## src/rtl/ex_if.sv

```systemverilog
// ex_if: bundles the pipeline-facing signals of the MIPS execute stage.
//   stall           : stall vector from CTRL (bit 2 = ID/EX, bit 3 = EX/MEM)
//   stallreq_for_ex : EX asks CTRL to freeze the front of the pipe
//   id_to_ex_bus    : decoded instruction from ID (159 bits)
//   ex_to_mem_bus   : result bundle to MEM (142 bits)
//   data_sram_*     : data-SRAM request issued from EX
//   ex_wreg/ex_waddr/ex_wdata/ex_opl : forwarding info back to ID
// The slave modport is the EX stage itself; master is its surroundings.
interface ex_if;
    logic [5:0]   stall;
    logic         stallreq_for_ex;
    logic [158:0] id_to_ex_bus;
    logic [141:0] ex_to_mem_bus;
    logic         data_sram_en;
    logic [3:0]   data_sram_wen;
    logic [31:0]  data_sram_addr;
    logic [31:0]  data_sram_wdata;
    logic         ex_wreg;
    logic [4:0]   ex_waddr;
    logic [31:0]  ex_wdata;
    logic         ex_opl;

    modport slave (
        input  stall,
        input  id_to_ex_bus,
        output stallreq_for_ex,
        output ex_to_mem_bus,
        output data_sram_en,
        output data_sram_wen,
        output data_sram_addr,
        output data_sram_wdata,
        output ex_wreg,
        output ex_waddr,
        output ex_wdata,
        output ex_opl
    );

    modport master (
        output stall,
        output id_to_ex_bus,
        input  stallreq_for_ex,
        input  ex_to_mem_bus,
        input  data_sram_en,
        input  data_sram_wen,
        input  data_sram_addr,
        input  data_sram_wdata,
        input  ex_wreg,
        input  ex_waddr,
        input  ex_wdata,
        input  ex_opl
    );
endinterface

```

## src/rtl/ex.sv

```systemverilog
// ex: execute stage of the five-stage MIPS pipeline.
//   clk  : pipeline clock, all state on posedge
//   rst  : synchronous active-high reset
//   pipe : ex_if.slave -- stall/id_to_ex_bus in; ex_to_mem_bus, data-SRAM
//          request, forwarding outputs and stallreq_for_ex out
// The ID-to-EX register feeds a combinational 12-function ALU, so ordinary
// instructions spend one cycle here. DIV/DIVU run a 32-step restoring
// divider and hold the pipe through stallreq_for_ex until HI/LO are ready.
module ex (
    input  logic clk,
    input  logic rst,
    ex_if.slave  pipe
);
    localparam int unsigned ID_TO_EX_WD = 159;
    localparam logic        STOP        = 1'b1;
    localparam logic        NO_STOP     = 1'b0;

    // One-hot ALU opcodes, msb first: add,sub,slt,sltu,and,nor,or,xor,sll,srl,sra,lui
    localparam logic [11:0] OP_ADD  = 12'b1000_0000_0000;
    localparam logic [11:0] OP_SUB  = 12'b0100_0000_0000;
    localparam logic [11:0] OP_SLT  = 12'b0010_0000_0000;
    localparam logic [11:0] OP_SLTU = 12'b0001_0000_0000;
    localparam logic [11:0] OP_AND  = 12'b0000_1000_0000;
    localparam logic [11:0] OP_NOR  = 12'b0000_0100_0000;
    localparam logic [11:0] OP_OR   = 12'b0000_0010_0000;
    localparam logic [11:0] OP_XOR  = 12'b0000_0001_0000;
    localparam logic [11:0] OP_SLL  = 12'b0000_0000_1000;
    localparam logic [11:0] OP_SRL  = 12'b0000_0000_0100;
    localparam logic [11:0] OP_SRA  = 12'b0000_0000_0010;
    localparam logic [11:0] OP_LUI  = 12'b0000_0000_0001;

    typedef enum logic [1:0] {
        DIV_IDLE = 2'd0,
        DIV_RUN  = 2'd1,
        DIV_DONE = 2'd2
    } div_state_e;

    // ------------------------------------------------------------------
    // ID-to-EX register
    // ------------------------------------------------------------------
    logic [ID_TO_EX_WD-1:0] id_to_ex_r;

    // Pipeline register: bubble when ID stalls but EX moves on, else load or hold.
    always_ff @(posedge clk) begin
        if (rst) begin
            id_to_ex_r <= {ID_TO_EX_WD{1'b0}};
        end else if (pipe.stall[2] == STOP && pipe.stall[3] == NO_STOP) begin
            id_to_ex_r <= {ID_TO_EX_WD{1'b0}};
        end else if (pipe.stall[2] == NO_STOP) begin
            id_to_ex_r <= pipe.id_to_ex_bus;
        end else begin
            id_to_ex_r <= id_to_ex_r;
        end
    end

    logic [31:0] pc_s;
    logic [31:0] inst_s;
    logic [11:0] alu_op_s;
    logic [2:0]  sel_src1_s;
    logic [3:0]  sel_src2_s;
    logic        ram_en_s;
    logic [3:0]  ram_wen_s;
    logic        rf_we_s;
    logic [4:0]  rf_waddr_s;
    logic        sel_rf_res_s;
    logic [31:0] rdata1_s;
    logic [31:0] rdata2_s;

    assign pc_s         = id_to_ex_r[158:127];
    assign inst_s       = id_to_ex_r[126:95];
    assign alu_op_s     = id_to_ex_r[94:83];
    assign sel_src1_s   = id_to_ex_r[82:80];
    assign sel_src2_s   = id_to_ex_r[79:76];
    assign ram_en_s     = id_to_ex_r[75];
    assign ram_wen_s    = id_to_ex_r[74:71];
    assign rf_we_s      = id_to_ex_r[70];
    assign rf_waddr_s   = id_to_ex_r[69:65];
    assign sel_rf_res_s = id_to_ex_r[64];
    assign rdata1_s     = id_to_ex_r[63:32];
    assign rdata2_s     = id_to_ex_r[31:0];

    // ------------------------------------------------------------------
    // Operand selection and ALU
    // ------------------------------------------------------------------
    logic [31:0] src1_s;
    logic [31:0] src2_s;
    logic [31:0] alu_res_s;

    // First operand: register, pc (link address) or shift amount.
    always_comb begin
        src1_s = rdata1_s;
        if (sel_src1_s[1]) begin
            src1_s = pc_s;
        end else if (sel_src1_s[2]) begin
            src1_s = {27'b0, inst_s[10:6]};
        end else begin
            src1_s = rdata1_s;
        end
    end

    // Second operand: register, sign/zero-extended immediate, or the link offset 8.
    always_comb begin
        src2_s = rdata2_s;
        if (sel_src2_s[1]) begin
            src2_s = {{16{inst_s[15]}}, inst_s[15:0]};
        end else if (sel_src2_s[2]) begin
            src2_s = 32'd8;
        end else if (sel_src2_s[3]) begin
            src2_s = {16'h0000, inst_s[15:0]};
        end else begin
            src2_s = rdata2_s;
        end
    end

    // ALU: shifts move src2 by src1[4:0]; an unknown or empty opcode yields zero.
    always_comb begin
        alu_res_s = 32'h0000_0000;
        case (alu_op_s)
            OP_ADD:  alu_res_s = src1_s + src2_s;
            OP_SUB:  alu_res_s = src1_s - src2_s;
            OP_SLT:  alu_res_s = ($signed(src1_s) < $signed(src2_s)) ? 32'd1 : 32'd0;
            OP_SLTU: alu_res_s = (src1_s < src2_s) ? 32'd1 : 32'd0;
            OP_AND:  alu_res_s = src1_s & src2_s;
            OP_NOR:  alu_res_s = ~(src1_s | src2_s);
            OP_OR:   alu_res_s = src1_s | src2_s;
            OP_XOR:  alu_res_s = src1_s ^ src2_s;
            OP_SLL:  alu_res_s = src2_s << src1_s[4:0];
            OP_SRL:  alu_res_s = src2_s >> src1_s[4:0];
            OP_SRA:  alu_res_s = $signed(src2_s) >>> src1_s[4:0];
            OP_LUI:  alu_res_s = {src2_s[15:0], 16'h0000};
            default: alu_res_s = 32'h0000_0000;
        endcase
    end

    // ------------------------------------------------------------------
    // Divider
    // ------------------------------------------------------------------
    logic        div_op_s;
    logic        div_signed_s;
    logic        divisor_zero_s;
    logic [31:0] abs1_s;
    logic [31:0] abs2_s;

    assign div_op_s       = (inst_s[31:26] == 6'h00) &&
                            ((inst_s[5:0] == 6'h1A) || (inst_s[5:0] == 6'h1B));
    assign div_signed_s   = (inst_s[5:0] == 6'h1A);
    assign divisor_zero_s = (rdata2_s == 32'h0000_0000);
    // Magnitudes; 0x80000000 negates to itself, which is correct as unsigned.
    assign abs1_s = (div_signed_s && rdata1_s[31]) ? (~rdata1_s + 32'd1) : rdata1_s;
    assign abs2_s = (div_signed_s && rdata2_s[31]) ? (~rdata2_s + 32'd1) : rdata2_s;

    div_state_e  state_r;
    div_state_e  state_next_s;
    logic [4:0]  cnt_r;
    logic [31:0] quo_r;
    logic [31:0] rem_r;
    logic [31:0] dsr_r;
    logic        neg_q_r;
    logic        neg_r_r;
    logic        dz_r;

    // Divider state register.
    always_ff @(posedge clk) begin
        if (rst) begin
            state_r <= DIV_IDLE;
        end else begin
            state_r <= state_next_s;
        end
    end

    // Divider next-state: zero divisor skips the iterations entirely.
    always_comb begin
        state_next_s = state_r;
        case (state_r)
            DIV_IDLE: begin
                if (div_op_s) begin
                    state_next_s = divisor_zero_s ? DIV_DONE : DIV_RUN;
                end else begin
                    state_next_s = DIV_IDLE;
                end
            end
            DIV_RUN: begin
                if (cnt_r == 5'd31) begin
                    state_next_s = DIV_DONE;
                end else begin
                    state_next_s = DIV_RUN;
                end
            end
            DIV_DONE: begin
                if (pipe.stall[3] == STOP) begin
                    state_next_s = DIV_DONE;
                end else begin
                    state_next_s = DIV_IDLE;
                end
            end
            default: state_next_s = DIV_IDLE;
        endcase
    end

    // One restoring step: shift the next dividend bit into the partial
    // remainder and subtract the divisor if it fits. 34 bits keep the borrow.
    logic [32:0] shifted_s;
    logic [33:0] diff_s;
    logic        borrow_s;
    logic [31:0] rem_step_s;
    logic [31:0] quo_step_s;

    assign shifted_s  = {rem_r, quo_r[31]};
    assign diff_s     = {1'b0, shifted_s} - {2'b00, dsr_r};
    assign borrow_s   = diff_s[33];
    assign rem_step_s = borrow_s ? shifted_s[31:0] : diff_s[31:0];
    assign quo_step_s = {quo_r[30:0], ~borrow_s};

    // Divider datapath: capture operands on entry, iterate while running.
    always_ff @(posedge clk) begin
        if (rst) begin
            cnt_r   <= 5'd0;
            quo_r   <= 32'h0000_0000;
            rem_r   <= 32'h0000_0000;
            dsr_r   <= 32'h0000_0000;
            neg_q_r <= 1'b0;
            neg_r_r <= 1'b0;
            dz_r    <= 1'b0;
        end else begin
            case (state_r)
                DIV_IDLE: begin
                    if (div_op_s) begin
                        cnt_r   <= 5'd0;
                        quo_r   <= abs1_s;
                        rem_r   <= 32'h0000_0000;
                        dsr_r   <= abs2_s;
                        neg_q_r <= div_signed_s & (rdata1_s[31] ^ rdata2_s[31]);
                        neg_r_r <= div_signed_s & rdata1_s[31];
                        dz_r    <= divisor_zero_s;
                    end
                end
                DIV_RUN: begin
                    cnt_r <= cnt_r + 5'd1;
                    quo_r <= quo_step_s;
                    rem_r <= rem_step_s;
                end
                default: begin
                    cnt_r <= cnt_r;
                end
            endcase
        end
    end

    logic [31:0] quo_fix_s;
    logic [31:0] rem_fix_s;
    logic        hi_we_s;
    logic        lo_we_s;
    logic [31:0] hi_s;
    logic [31:0] lo_s;

    assign quo_fix_s = neg_q_r ? (~quo_r + 32'd1) : quo_r;
    assign rem_fix_s = neg_r_r ? (~rem_r + 32'd1) : rem_r;

    // HI/LO write-back: only a finished divide drives them; divide-by-zero
    // returns all-ones quotient and the untouched dividend as remainder.
    always_comb begin
        hi_we_s = 1'b0;
        lo_we_s = 1'b0;
        hi_s    = 32'h0000_0000;
        lo_s    = 32'h0000_0000;
        if (state_r == DIV_DONE && div_op_s) begin
            hi_we_s = 1'b1;
            lo_we_s = 1'b1;
            if (dz_r) begin
                lo_s = 32'hFFFF_FFFF;
                hi_s = rdata1_s;
            end else begin
                lo_s = quo_fix_s;
                hi_s = rem_fix_s;
            end
        end else begin
            hi_we_s = 1'b0;
            lo_we_s = 1'b0;
        end
    end

    // ------------------------------------------------------------------
    // Outputs
    // ------------------------------------------------------------------
    assign pipe.stallreq_for_ex = div_op_s && (state_r != DIV_DONE);

    assign pipe.ex_to_mem_bus = {pc_s, ram_en_s, ram_wen_s, sel_rf_res_s, rf_we_s,
                                 rf_waddr_s, alu_res_s, hi_we_s, lo_we_s, hi_s, lo_s};

    assign pipe.data_sram_en    = ram_en_s;
    assign pipe.data_sram_wen   = ram_wen_s;
    assign pipe.data_sram_addr  = alu_res_s;
    assign pipe.data_sram_wdata = rdata2_s;

    assign pipe.ex_wreg  = rf_we_s;
    assign pipe.ex_waddr = rf_waddr_s;
    assign pipe.ex_wdata = alu_res_s;
    // A load is a RAM access with no write strobes whose result comes from memory.
    assign pipe.ex_opl   = ram_en_s & ~(|ram_wen_s) & sel_rf_res_s;

    // Bits this stage does not consume.
    logic unused_s;
    assign unused_s = &{1'b0, pipe.stall[5:4], pipe.stall[1:0], inst_s[25:16], diff_s[32]};

endmodule

```

## src/flat_wrapper.sv

```systemverilog
// flat-port wrapper written by rule: the top's interface ports become plain ports
module ex_flat 
  (clk, rst, pipe_stall, pipe_id_to_ex_bus, pipe_stallreq_for_ex, pipe_ex_to_mem_bus, pipe_data_sram_en, pipe_data_sram_wen, pipe_data_sram_addr, pipe_data_sram_wdata, pipe_ex_wreg, pipe_ex_waddr, pipe_ex_wdata, pipe_ex_opl);
  ex_if pipe_i ();
  input  logic clk;
  input  logic rst;
  input wire logic [$bits(pipe_i.stall)-1:0] pipe_stall;
  input wire logic [$bits(pipe_i.id_to_ex_bus)-1:0] pipe_id_to_ex_bus;
  output wire logic [$bits(pipe_i.stallreq_for_ex)-1:0] pipe_stallreq_for_ex;
  output wire logic [$bits(pipe_i.ex_to_mem_bus)-1:0] pipe_ex_to_mem_bus;
  output wire logic [$bits(pipe_i.data_sram_en)-1:0] pipe_data_sram_en;
  output wire logic [$bits(pipe_i.data_sram_wen)-1:0] pipe_data_sram_wen;
  output wire logic [$bits(pipe_i.data_sram_addr)-1:0] pipe_data_sram_addr;
  output wire logic [$bits(pipe_i.data_sram_wdata)-1:0] pipe_data_sram_wdata;
  output wire logic [$bits(pipe_i.ex_wreg)-1:0] pipe_ex_wreg;
  output wire logic [$bits(pipe_i.ex_waddr)-1:0] pipe_ex_waddr;
  output wire logic [$bits(pipe_i.ex_wdata)-1:0] pipe_ex_wdata;
  output wire logic [$bits(pipe_i.ex_opl)-1:0] pipe_ex_opl;
  assign pipe_i.stall = pipe_stall;
  assign pipe_i.id_to_ex_bus = pipe_id_to_ex_bus;
  assign pipe_stallreq_for_ex = pipe_i.stallreq_for_ex;
  assign pipe_ex_to_mem_bus = pipe_i.ex_to_mem_bus;
  assign pipe_data_sram_en = pipe_i.data_sram_en;
  assign pipe_data_sram_wen = pipe_i.data_sram_wen;
  assign pipe_data_sram_addr = pipe_i.data_sram_addr;
  assign pipe_data_sram_wdata = pipe_i.data_sram_wdata;
  assign pipe_ex_wreg = pipe_i.ex_wreg;
  assign pipe_ex_waddr = pipe_i.ex_waddr;
  assign pipe_ex_wdata = pipe_i.ex_wdata;
  assign pipe_ex_opl = pipe_i.ex_opl;
  ex u_core (.clk(clk), .rst(rst), .pipe(pipe_i));
endmodule
```

## config.mk

```make
export PLATFORM = sky130hd
export DESIGN_NAME = ex_flat
export DESIGN_NICKNAME = d
export VERILOG_FILES = /design/src/rtl/ex_if.sv /design/src/rtl/ex.sv /design/src/flat_wrapper.sv
export SDC_FILE = /design/constraint.sdc
export NUM_CORES = 1
export LEC_CHECK = 0
export CAP_MARGIN = 20
export CORE_MARGIN = 3
export CORE_UTILIZATION = 50
export CTS_CLUSTER_DIAMETER = 60
export CTS_CLUSTER_SIZE = 20
export DETAILED_ROUTE_END_ITERATION = 7
export PLACE_DENSITY_LB_ADDON = 0.08
export SLEW_MARGIN = 10
export SYNTH_ARGS = -nofsm -noshare
export SYNTH_HDL_FRONTEND = slang
export SYNTH_SLANG_ARGS = --single-unit
```

## constraint.sdc

```tcl
create_clock -name clk -period 6.8 [get_ports clk]
set_clock_uncertainty 0.1 [all_clocks]
set_input_delay 1.02 -clock clk [delete_from_list [all_inputs] [get_ports clk]]
set_output_delay 1.02 -clock clk [all_outputs]
set_load 0.005 [all_outputs]
```

# After elaboration in Yosys (flattened, before gate mapping)
# Index checks and enable logic that the tools add are counted.
dict set report totals {
  regBits 265
  latch_bits 0
  ramBits 0
  romBits 0
  in_bits 167
  elab_cells 101
  memories 0
}
dict set report op_classes {
  n_addsub 8
  multipliers 0
  n_div 0
  n_lt_le_gt_ge 2
  eq_ne 19
  shift 3
  n_mux 29
  n_bitwise 16
  reduce_logical 15
}
# operator n
set ops {}
lappend ops {{32-bit two-way mux} 16}
lappend ops {{32-bit one-hot mux with 12 select lines} 1}
lappend ops {{32-bit inverter} 5}
lappend ops {{32-bit by 1-bit adder with 32-bit output (second input constant)} 4}
lappend ops {{32-bit one-hot mux with 2 select lines} 2}
lappend ops {{32-bit less-than comparator} 2}
lappend ops {{33-bit by 32-bit subtractor with 34-bit output} 1}
lappend ops {{32-bit adder} 1}
lappend ops {{32-bit bitwise AND} 1}
lappend ops {{32-bit logical NOT} 1}
lappend ops {{32-bit bitwise OR} 1}
lappend ops {{32-bit by 5-bit left shift with 32-bit output} 1}
lappend ops {{32-bit by 5-bit >> shifter with 32-bit output} 1}
lappend ops {{32-bit by 5-bit >>> shifter with 32-bit output} 1}
lappend ops {{32-bit subtractor} 1}
lappend ops {{32-bit XOR} 1}
lappend ops {{12-bit by 1-bit == test with 1-bit output (second input constant)} 1}
lappend ops {{12-bit by 10-bit == test with 1-bit output (second input constant)} 1}
lappend ops {{12-bit by 11-bit == test with 1-bit output (second input constant)} 1}
lappend ops {{12-bit == test (second input constant)} 1}
lappend ops {{12-bit by 2-bit == test with 1-bit output (second input constant)} 1}
lappend ops {{12-bit by 3-bit == test with 1-bit output (second input constant)} 1}
lappend ops {{12-bit by 4-bit == test with 1-bit output (second input constant)} 1}
lappend ops {{12-bit by 5-bit == test with 1-bit output (second input constant)} 1}
lappend ops {{other kinds (27)} 44}

# Longest topological paths before layout
dict set report depth {
  ltp_word 6
  ltp_mapped 22
}

# Least setup slack after synthesis
# Ideal clock, no wire load.
dict set report synth_path {
  kind {register to output}
  start {register u_core.id_to_ex_r[81]}
  end {output pipe_ex_to_mem_bus[94]}
  arrival_time_ps 4918
  t_required_ps 5680
  path_slack_ps 762
  path_stages_with_launch 22
  n_path_buf 7
  cell_sequence {dfxtp_1 -> buf_2 -> clkbuf_1 -> clkbuf_1 -> clkbuf_1 -> clkbuf_1 -> clkbuf_1 -> nand2_1 -> o21ai_0 -> ha_1 -> o211a_1 -> o31a_1 -> o41a_1 -> a31o_2 -> a21oi_1 -> o21ai_1 -> a41o_1 -> nor3b_1 -> nor4b_1 -> o2bb2ai_1 -> o31ai_1 -> buf_4}
}
dict set report synth_between {
  elab_chain_cells 4
  word_cells_on_any_way 11
  cone_classes {add/sub (2); shift (3); mux (2); bitwise (4)}
}
# item line
set synth_rtl {}
lappend synth_rtl {{start: declaration} ex.sv:41} ;# logic [ID_TO_EX_WD-1:0] id_to_ex_r;
lappend synth_rtl {{start signal: assignment} ex.sv:46} ;# id_to_ex_r <= {ID_TO_EX_WD{1'b0}};
lappend synth_rtl {{start signal: assignment} ex.sv:48} ;# id_to_ex_r <= {ID_TO_EX_WD{1'b0}};
lappend synth_rtl {{start signal: assignment} ex.sv:50} ;# id_to_ex_r <= pipe.id_to_ex_bus;
lappend synth_rtl {{32-bit two-way mux (*)} ex.sv:92} ;# if (sel_src1_s[1]) begin
lappend synth_rtl {{parallel branches: the longest is 2 deep, another holds 32-bit subtractor} -}
lappend synth_rtl {{32-bit one-hot mux with 12 select lines (*)} ex.sv:118} ;# case (alu_op_s)
lappend synth_rtl {{end: declaration} flat_wrapper.sv:10} ;# output wire logic [$bits(pipe_i.ex_to_mem_bus)-1:0] pipe_ex_to_mem_bus;
# Every way passes the cells marked *.

# Final worst setup path
dict set report layout_path {
  start {register u_core.id_to_ex_r[77]}
  end {output pipe_ex_to_mem_bus[96]}
}
dict set report layout_between {
  elab_chain_cells 4
  word_cells_on_any_way 11
  cone_classes {add/sub (2); shift (3); mux (2); bitwise (4)}
}
# item line
set layout_rtl {}
lappend layout_rtl {{32-bit two-way mux (*)} ex.sv:104} ;# if (sel_src2_s[1]) begin
lappend layout_rtl {{parallel branches: the longest is 2 deep, another holds 32-bit subtractor} -}
lappend layout_rtl {{32-bit one-hot mux with 12 select lines (*)} ex.sv:118}
# Marks and branches as above.

==> impl_metrics.env <==
export IMPL_cts_tree="built"
export IMPL_crit_family="compound AO/OA/AOI/OAI gates"
export IMPL_die_w_um=232
export IMPL_timing_fmax_mhz=151
export IMPL_first_pass_iters=6
export IMPL_hpwl_mm=86.1
export IMPL_core_um2=50200
export IMPL_track_usage_pct=39.6
export IMPL_cts_clk_slew_worst_paths_ns=0.07
export IMPL_cp_required_ns=5.68
export IMPL_worst_pin_slew_ns=1.12
export IMPL_outcome="completed"
export IMPL_hold_viol_final=0
export IMPL_synth_edff_count=0
export IMPL_synth_warnings=0
export IMPL_syn_area_um2=25400
export IMPL_drv_slew=0
export IMPL_grt_pass1_wl_mm=165
export IMPL_regArea_um2=5070
export IMPL_io_pins=418
export IMPL_die_y_um=232
export IMPL_drt_total_wl_mm=112
export IMPL_critPathSlowestCell="clkdlybuf4s50_1"
export IMPL_grt_remaining_overflow=0
export IMPL_cp_start_kind="register"
export IMPL_grt_pass1_vias=26500
export IMPL_dieArea_um2=53600
export IMPL_slew_limit_headroom_pct=25.4
export IMPL_num_fill_cells=4545
export IMPL_ir_drop_uv=183
export IMPL_final_common_cell="nor2_1"
export IMPL_reg2reg_from="u_core.rem_r[0]"
export IMPL_power_leakage_nw=12.2
export IMPL_nNetsFinal=4084
export IMPL_power_total_mw=4.77
export IMPL_pre_cts_ws_ns=0.469
export IMPL_drive_gt1_share_pct=8.10
export IMPL_ys_types=86
export IMPL_syn_inst=3592
export IMPL_final_cell_mix="nor2_1, clkdlybuf4s50_1, nand2_1, a21oi_1, dfxtp_1"
export IMPL_cp_common_cell="buf_4"
export IMPL_htreeDepth=1
export IMPL_crit_type="reg -> out"
export IMPL_synth_ff_type="dfxtp_1"
export IMPL_grt_max_degree=85
export IMPL_cp_startpoint="u_core.id_to_ex_r[77]"
export IMPL_cts_sinks=253
export IMPL_hp_class="reg -> reg"
export IMPL_powerDensity_nw_per_um2=157
export IMPL_clockBufferDepth=3
export IMPL_area_growth_pct=19.6
export IMPL_rows=82
export IMPL_hold_start="u_core.neg_q_r"
export IMPL_crit_chain="nor4b_1, a211o_1, ha_1, inv_1, fa_1, nor2b_1, o31a_1, o41a_1, a31o_2, a21oi_2, o21ai_2, buf_4, nand4_1, o31ai_1, a21oi_1, mux2_2, o22ai_1, buf_4, clkdlybuf4s50_1"
export IMPL_drtAntennaViolNets=0
export IMPL_drtIter0Drc=3242
export IMPL_finalCritPeriodShare_pct=97.5
export IMPL_slowest_delay_ns=0.50
export IMPL_worst_path_max_fanout=11
export IMPL_avgSynthCellArea_um2=7.08
export IMPL_ys_ff_latch=253
export IMPL_detail_route_wl_per_cell_um=25.0
export IMPL_seq_area_frac_synth_pct=19.9
export IMPL_initial_core_util_pct=50.7
export IMPL_cp_arrival_ns=5.51
export IMPL_cts_root_buf="clkbuf_16"
export IMPL_cts_made_buffers=24
export IMPL_cap_violations=0
export IMPL_synth_async_sr_flop_share_pct=0
export IMPL_clk_latency_ns=0.55
export IMPL_num_vias=28500
export IMPL_multi_input_area_um2=17800
export IMPL_port_buffers=401
export IMPL_synth_fp_nets=3903
export IMPL_fin_tns_setup_ns=0
export IMPL_drcViolationCount=0
export IMPL_critPathBufInv=4
export IMPL_setup_ws_ns=0.167
export IMPL_post_drt_via_cell_ratio=6.38
export IMPL_antenna_found_initial=4
export IMPL_gp_congestion=1.11
export IMPL_cp_end_kind="primary output"
export IMPL_setup_viol=0
export IMPL_finalCriticalPeriod_ns=6.63
routing by layer:
layer	vias up	GRT usage, %	part of all wire, %
met5	-	0	0.0081
met4	2	21.3	6.7
met3	333	5.88	8.8
met2	1624	65.4	46
met1	13500	49.7	39
li1	13000	-	-
registers in the layout, indices dropped and copies added, names as in the netlist:
name	cells
u_core.state_r	2
u_core.rem_r	32
u_core.dz_r	1
u_core.cnt_r	5
u_core.neg_q_r	1
u_core.neg_r_r	1
u_core.id_to_ex_r	147
u_core.quo_r	32
u_core.dsr_r	32
tightest hold or removal path, cell delays in order, from the launching register on:
cell	delay, ns
dfxtp_1	0.31
nand2_1	0.05
a21oi_1	0.05
area by class of cell:
cell class                      instances  area share [%]
Inverter                              145            1.79
Timing Repair Buffer                  569            17.4
Clock inverter                         16           0.539
Clock buffer                           28            2.16
Antenna cell                            3          0.0247
Tap cell                              672            2.77
Sequential cell                       253            16.7
Multi-Input combinational cell       2780            58.6
through the flow:
stage	instance area [um2]	utilization, %	hold slack (ns)	instances
floorplan	25400	-	0.332	3592
global placement	29400	58.6	0.345	4412
detailed placement	29400	58.6	0.346	4413
CTS	30300	60.3	0.355	4458
global route	30400	60.6	0.369	4464
finish	30400	60.6	0.352	4466
cell usage after synthesis, types with 47 or more instances:
cell        n  area [um2]
nand3_1    71         355
dfxtp_1   253        5060
a21oi_1   253        1270
xnor2_1    82         718
nand2b_1   51         319
buf_4     153        1150
ha_1      141        1760
a211oi_1   80         601
clkbuf_1  185         694
nor3_1     57         285
inv_1     143         537
buf_1      47         176
mux2i_1   212        2120
nor2_1    547        2050
nand2_1   340        1280
o21ai_0   225        1130
o211ai_1   47         353
xor2_1     61         534
power by group:
| group | internal (mW) | switching (mW) |
|---|---|---|
| combinational | 0.763 | 0.998 |
| clock | 0.726 | 0.681 |
| sequential | 1.52 | 0.0806 |
path summary, 6_finish.rpt:
kind	to	slack, ns	depth (start not counted)
worst max-delay path	pipe_ex_to_mem_bus[96]	0.17	19
worst min-delay path	u_core.neg_q_r	0.35	2
worst max register to register	u_core.rem_r[10]	2.57	13
worst min register to register	u_core.neg_q_r	0.35	2
kinds of logic (layout without fill, tap and decap cells):
group,after synthesis,after routing,synth area share [%]
other,0,3,0
adder cells (fa/ha/maj),144,144,7.17
flip-flops,253,253,19.9
AO/OA/AOI/OAI,1013,1013,26.2
buffers and inverters,559,758,10.7
AND/OR/NAND/NOR,1251,1251,22.0
multiplexers,229,229,9.19
XOR/XNOR,143,143,4.93
timing repair:
action | 4_1_cts | 5_1_grt
setup buffers | 1 | 4
gates resized for setup | 9 | 22
pin swaps | 1 | 2
hold buffers | 0 | 0
setup endpoints to repair | 9 | 33
Note: power is estimated with default switching activity, not from simulation.
